### config.mk
export PLATFORM = sky130hd
export DESIGN_NAME = ceespu_store_queue_flat
export DESIGN_NICKNAME = d
export VERILOG_FILES = /design/src/rtl/ceespu_store_queue_if.sv /design/src/rtl/ceespu_store_queue.sv /design/src/flat_wrapper.sv
export SDC_FILE = /design/constraint.sdc
export NUM_CORES = 1
export LEC_CHECK = 0
export ABC_AREA = 1
export CORE_UTILIZATION = 50
export DETAILED_ROUTE_END_ITERATION = 10
export GPL_TIMING_DRIVEN = 0
export PLACE_DENSITY = 0.73
export SLEW_MARGIN = 20
export SYNTH_ARGS = -nofsm -noshare
export SYNTH_HDL_FRONTEND = slang
export SYNTH_SLANG_ARGS = --single-unit
export TNS_END_PERCENT = 10
### constraint.sdc
create_clock -name I_clk -period 7.4 [get_ports I_clk]
set_input_delay 1.48 -clock I_clk [delete_from_list [all_inputs] [get_ports I_clk]]
set_output_delay 1.48 -clock I_clk [all_outputs]
set_load 0.005 [all_outputs]
### src/rtl/ceespu_store_queue_if.sv
// Store-queue bus: execute-stage store request, queue status, and the memory write port.
// The queue itself connects through the slave modport; the pipeline/memory side uses master.
interface ceespu_store_queue_if #(
   parameter int DEPTH = 4
);
   logic                     I_valid;
   logic [13:0]              I_addr;
   logic [31:0]              I_data;
   logic [2:0]               I_selMem;
   logic                     O_full;
   logic                     O_empty;
   logic [$clog2(DEPTH):0]   O_count;
   logic                     O_memValid;
   logic [13:0]              O_memAddr;
   logic [31:0]              O_memData;
   logic [3:0]               O_memWe;
   logic                     I_memReady;

   modport slave (
      input  I_valid, I_addr, I_data, I_selMem, I_memReady,
      output O_full, O_empty, O_count, O_memValid, O_memAddr, O_memData, O_memWe
   );

   modport master (
      output I_valid, I_addr, I_data, I_selMem, I_memReady,
      input  O_full, O_empty, O_count, O_memValid, O_memAddr, O_memData, O_memWe
   );
endinterface

### src/rtl/ceespu_store_queue.sv
// Store queue: lane-formats execute-stage stores on entry and drains them to data memory.
// Define CEESPU_STORE_MERGE_EN to merge same-address stores into the (non-head) tail entry.
module ceespu_store_queue #(
   parameter int DEPTH = 4
) (
   input logic                 I_clk,
   input logic                 I_rst,
   ceespu_store_queue_if.slave sq
);
   localparam int PW = $clog2(DEPTH);
   localparam int CW = PW + 1;

   typedef struct packed {
      logic [13:0] addr;
      logic [31:0] data;
      logic [3:0]  we;
   } entry_t;

   entry_t        mem_q [DEPTH];
   entry_t        new_entry;
   entry_t        head_entry;
   logic [PW-1:0] head_q, head_d;
   logic [PW-1:0] tail_q, tail_d;
   logic [CW-1:0] count_q, count_d;
   logic          full_q, empty_q;
   logic          push, pop, alloc, merge;

   always_comb begin
      // NOTE: every always_comb output gets a default first, so no path can infer a latch.
      new_entry.addr = sq.I_addr;
      new_entry.data = sq.I_data;
      new_entry.we   = 4'b1111;
      case (sq.I_selMem) inside
         3'b010: begin
            new_entry.we   = 4'b0011;
            new_entry.data = {2{sq.I_data[15:0]}};
         end
         3'b011: begin
            new_entry.we   = 4'b1100;
            new_entry.data = {2{sq.I_data[15:0]}};
         end
         3'b1??: begin
            new_entry.we   = 4'b0001 << sq.I_selMem[1:0];
            new_entry.data = {4{sq.I_data[7:0]}};
         end
         default: ;
      endcase
   end

   assign push = sq.I_valid & ~full_q;
   assign pop  = ~empty_q & sq.I_memReady;

`ifdef CEESPU_STORE_MERGE_EN
   logic [PW-1:0] last_idx;
   entry_t        merged_entry;

   // count >= 2 keeps the merge target away from the head, which may be on the bus.
   assign last_idx = tail_q - 1'b1;
   assign merge    = push && (count_q >= CW'(2)) && (sq.I_addr == mem_q[last_idx].addr);

   always_comb begin
      merged_entry      = mem_q[last_idx];
      merged_entry.we   = mem_q[last_idx].we | new_entry.we;
      for (int k = 0; k < 4; k++) begin
         if (new_entry.we[k]) merged_entry.data[8*k +: 8] = new_entry.data[8*k +: 8];
      end
   end
`else
   assign merge = 1'b0;
`endif

   assign alloc = push & ~merge;

   always_comb begin
      head_d  = head_q;
      tail_d  = tail_q;
      count_d = count_q;
      if (pop)   head_d = head_q + 1'b1;
      if (alloc) tail_d = tail_q + 1'b1;
      case ({alloc, pop})
         2'b10:   count_d = count_q + 1'b1;
         2'b01:   count_d = count_q - 1'b1;
         default: ;
      endcase
   end

   always_ff @(posedge I_clk or negedge I_rst) begin
      if (!I_rst) begin
         head_q  <= '0;
         tail_q  <= '0;
         count_q <= '0;
         full_q  <= 1'b0;
         empty_q <= 1'b1;
      end else begin
         // NOTE: state registers use non-blocking assignments so all flops update together.
         head_q  <= head_d;
         tail_q  <= tail_d;
         count_q <= count_d;
         full_q  <= (count_d == CW'(DEPTH));
         empty_q <= (count_d == '0);
      end
   end

   // NOTE: entry storage is not reset; the head view below is masked while empty instead.
   always_ff @(posedge I_clk) begin
      if (alloc) mem_q[tail_q] <= new_entry;
`ifdef CEESPU_STORE_MERGE_EN
      if (merge) mem_q[last_idx] <= merged_entry;
`endif
   end

   assign head_entry    = empty_q ? '0 : mem_q[head_q];

   assign sq.O_full     = full_q;
   assign sq.O_empty    = empty_q;
   assign sq.O_count    = count_q;
   assign sq.O_memValid = ~empty_q;
   assign sq.O_memAddr  = head_entry.addr;
   assign sq.O_memData  = head_entry.data;
   assign sq.O_memWe    = head_entry.we;
endmodule

### src/flat_wrapper.sv
// flat-port wrapper written by rule: the top's interface ports become plain ports
module ceespu_store_queue_flat 
#(
   parameter int DEPTH = 4
)
  (I_clk, I_rst, sq_I_valid, sq_I_addr, sq_I_data, sq_I_selMem, sq_I_memReady, sq_O_full, sq_O_empty, sq_O_count, sq_O_memValid, sq_O_memAddr, sq_O_memData, sq_O_memWe);
  ceespu_store_queue_if #(.DEPTH(DEPTH)) sq_i ();
  input logic I_clk;
  input logic I_rst;
  input wire logic [$bits(sq_i.I_valid)-1:0] sq_I_valid;
  input wire logic [$bits(sq_i.I_addr)-1:0] sq_I_addr;
  input wire logic [$bits(sq_i.I_data)-1:0] sq_I_data;
  input wire logic [$bits(sq_i.I_selMem)-1:0] sq_I_selMem;
  input wire logic [$bits(sq_i.I_memReady)-1:0] sq_I_memReady;
  output wire logic [$bits(sq_i.O_full)-1:0] sq_O_full;
  output wire logic [$bits(sq_i.O_empty)-1:0] sq_O_empty;
  output wire logic [$bits(sq_i.O_count)-1:0] sq_O_count;
  output wire logic [$bits(sq_i.O_memValid)-1:0] sq_O_memValid;
  output wire logic [$bits(sq_i.O_memAddr)-1:0] sq_O_memAddr;
  output wire logic [$bits(sq_i.O_memData)-1:0] sq_O_memData;
  output wire logic [$bits(sq_i.O_memWe)-1:0] sq_O_memWe;
  assign sq_i.I_valid = sq_I_valid;
  assign sq_i.I_addr = sq_I_addr;
  assign sq_i.I_data = sq_I_data;
  assign sq_i.I_selMem = sq_I_selMem;
  assign sq_i.I_memReady = sq_I_memReady;
  assign sq_O_full = sq_i.O_full;
  assign sq_O_empty = sq_i.O_empty;
  assign sq_O_count = sq_i.O_count;
  assign sq_O_memValid = sq_i.O_memValid;
  assign sq_O_memAddr = sq_i.O_memAddr;
  assign sq_O_memData = sq_i.O_memData;
  assign sq_O_memWe = sq_i.O_memWe;
  ceespu_store_queue #(.DEPTH(DEPTH)) u_core (.I_clk(I_clk), .I_rst(I_rst), .sq(sq_i));
endmodule
==> flow_metrics.tcl <==
set metrics [dict create \
    initial_core_util 0.519 \
    tns_ns 0 \
    syn_inst 798 \
    final.min_clock_period_ns 4.08 \
    critPathMaxFanout 10 \
    io_pins 109 \
    drive_gt1_frac 0.0725 \
    antenna_found_initial 0 \
    synth_adder_area_share 0.0109 \
    postLayoutCellArea_sq_um 11000 \
    synth_ff_type "edfxtp_1" \
    cts_hold_buf 0 \
    utilization 0.654 \
    fin_ws_ns 3.32 \
    placementRows 47 \
    cts_tree "yes" \
    regToRegSetupSlack_ns 5.01 \
    grt_overflow 0 \
    clk_latency_ns 0.50 \
    p_leak_nw 4.20 \
    worstHoldEndpoint "u_core.sq.O_count[2]$_DFF_PN0_" \
    hold_depth 2 \
    post_dp_cell_area_sq_um 10300 \
    skew_ns 0.0196 \
    via_per_inst 5.29 \
    cts_buffers 22 \
    relSlewSlack 0.613 \
    cp-start-kind "flip-flop" \
    grt_usage 0.239 \
    routed_wl_mm 20.9 \
    path_clk_slew_ns 0.06 \
    grt_max_degree 25 \
    holdCritPathClass "reg -> reg" \
    cts_buffer_depth 3 \
    synthTopCellsByArea "edfxtp_1 69%, nand2_1 12%, nor2_1 5.3%" \
    status "finished clean" \
    netlist_area_sq_um 8730 \
    hold_viol 0 \
    syn_area_per_cell_sq_um 10.9 \
    drv_cap 0 \
    worstPathRequired_ns 5.92 \
    cts_resized 0 \
    power.density_nw_per_um2 408 \
    first_iter_violations 626 \
    synth-xor-area-share 0.00401 \
    yosys-top-cells-count "276 x nand2_1, 200 x edfxtp_1, 124 x nor2_1" \
    muxShareOfSynthArea 0 \
    gp_congestion 0.811 \
    clkSinkCount 209 \
    syn_nets 858 \
    clock-root-buffer "clkbuf_16" \
    nNetsFinal 998 \
    wire_per_inst_microns 17.8 \
    die_x_microns 134 \
    crit_arrival_ns 2.60 \
    coreArea_sq_um 16800 \
    synth_compound_area_frac 0.0615 \
    drtAntennaViolNets 0 \
    synth_edf_count 200 \
    n_antenna_cell 0 \
    endpoint_kind "output port" \
    yosysUniqueCellTypes 19 \
    drt_pass1_iterations 5 \
    crit_start "u_core.head_q[0]$_DFFE_PN0P_" \
    final_cell_count_no_fill 1172 \
    dp_hpwl_mm 13.6 \
    via_count 6199 \
    reg2reg_depth 7 \
    dp_slack_ns 3.68 \
    timing.rr.end "u_core.sq.O_full$_DFF_PN0_" \
    die_y_microns 134 \
    grt_pass1_vias 6019 \
    ys_warn_count 0 \
    drv_slew 0 \
    dieArea_sq_um 18000 \
    grt_first_pass_wirelength_mm 32.5 \
    synth_top_family_by_area "simple AND/OR/NAND/NOR gates" \
    yosysTopAreaCellShare 0.688 \
    p_total_mw 4.48 \
    yosys.area.top_type "edfxtp_1" \
    setup_viol 0 \
    post-cts-setup-buffers 0 \
    yosysMostFrequentCell "nand2_1" \
    synthArstFlopShare 0.0431 \
    area_delta_synth_final_pct 26.0 \
    r2r-start "u_core.sq.O_empty$_DFF_PN1_" \
    port_buffers 108 \
    seq_area_frac_synth 0.714 \
    hp-start "u_core.sq.O_count[2]$_DFF_PN0_" \
    synth_seq_cells 209 \
    dp_cells 1134 \
    cts_max_level 1 \
    ir_worst_vdd_mv 0.219 \
    max_freq_ghz 0.245 \
    worst-slew-pin-transition_ns 0.581 \
    fin_crit_sh 0.552 \
    hold_slack_ns 0.557 \
    yosys.area_share.simple 0.177 \
    rsz0062_at_grt "false" \
    critical_path_class "reg -> out" \
    drc 0 \
]
layout make-up:
class,count,area [sq um]
Buffer,41,198
Clock buffer,26,587
Clock inverter,12,116
Fill cell,1301,5820
Inverter,23,86.3
Multi-Input combinational cell,525,2240
Sequential cell,209,6230
Tap cell,220,275
Timing Repair Buffer,116,1260
layer usage:
metal | GRT usage | vias to the layer above | wire length, microns
met2 | 0.387 | 270 | 10000
met3 | 0.0329 | 34 | 1410
met4 | 0.0811 | 0 | 504
met5 | 0 | - | 0
li1 | - | 2960 | -
met1 | 0.335 | 2935 | 8950
worst max-delay path, cell delays in order (launching register included):
cell and delay [ns]:
dfrtp_1 0.42, inv_2 0.18, clkbuf_1 0.44, nand2_1 0.10
nand2_1 0.08, nand2_1 0.05, a21oi_1 0.29, clkdlybuf4s50_1 0.56
cells by family after synthesis:
family / after synthesis
and+or+nand+nor: 408
DFF: 209
AOI/OAI and AO/OA: 106
buffers and inverters: 64
adders and majority gates: 7
xor gates and xnor gates: 4
cells in the final DEF (no fill, tap or decap):
cell / count
nand2_1: 276
buf_12: 5
clkbuf_1: 21
nand3_1: 7
ha_1: 6
clkinv_2: 3
inv_1: 22
o211ai_1: 1
nor2_4: 4
xor2_1: 4
dfrtp_1: 8
o21ai_2: 1
inv_8: 1
buf_2: 17
a21oi_1: 52
o21ai_0: 52
clkdlybuf4s50_1: 108
nand4_1: 1
buf_4: 6
clkbuf_16: 23
bufinv_16: 2
clkinvlp_4: 2
clkinv_1: 4
dfstp_2: 1
inv_2: 1
nor2_1: 120
fa_1: 1
edfxtp_1: 200
buf_16: 3
sequential cells by signal, indices dropped and copies added (netlist names):
| register | count |
|---|---|
| u_core.sq.O_empty | 1 |
| u_core.head_q | 2 |
| u_core.sq.O_count | 3 |
| u_core.mem_q | 200 |
| u_core.sq.O_full | 1 |
| u_core.tail_q | 2 |
worst max path at each step:
| stage | to | cells after the start |
|---|---|---|
| after floorplan | u_core.mem_q[0][0]$_DFFE_PP_ | 2 |
| after global placement | u_core.mem_q[1][22]$_DFFE_PP_ | 3 |
| after detailed placement | u_core.mem_q[1][32]$_DFFE_PP_ | 9 |
| after CTS | sq_O_memData[10] | 7 |
| after global routing | sq_O_memData[10] | 7 |
| final | sq_O_memData[7] | 7 |
power breakdown:
part | internal [mW] | switching (mW)
registers | 1.58 | 0.0642
logic | 0.769 | 0.994
clock network | 0.636 | 0.436
total | 2.99 | 1.49
(Power assumes the default switching activity.)
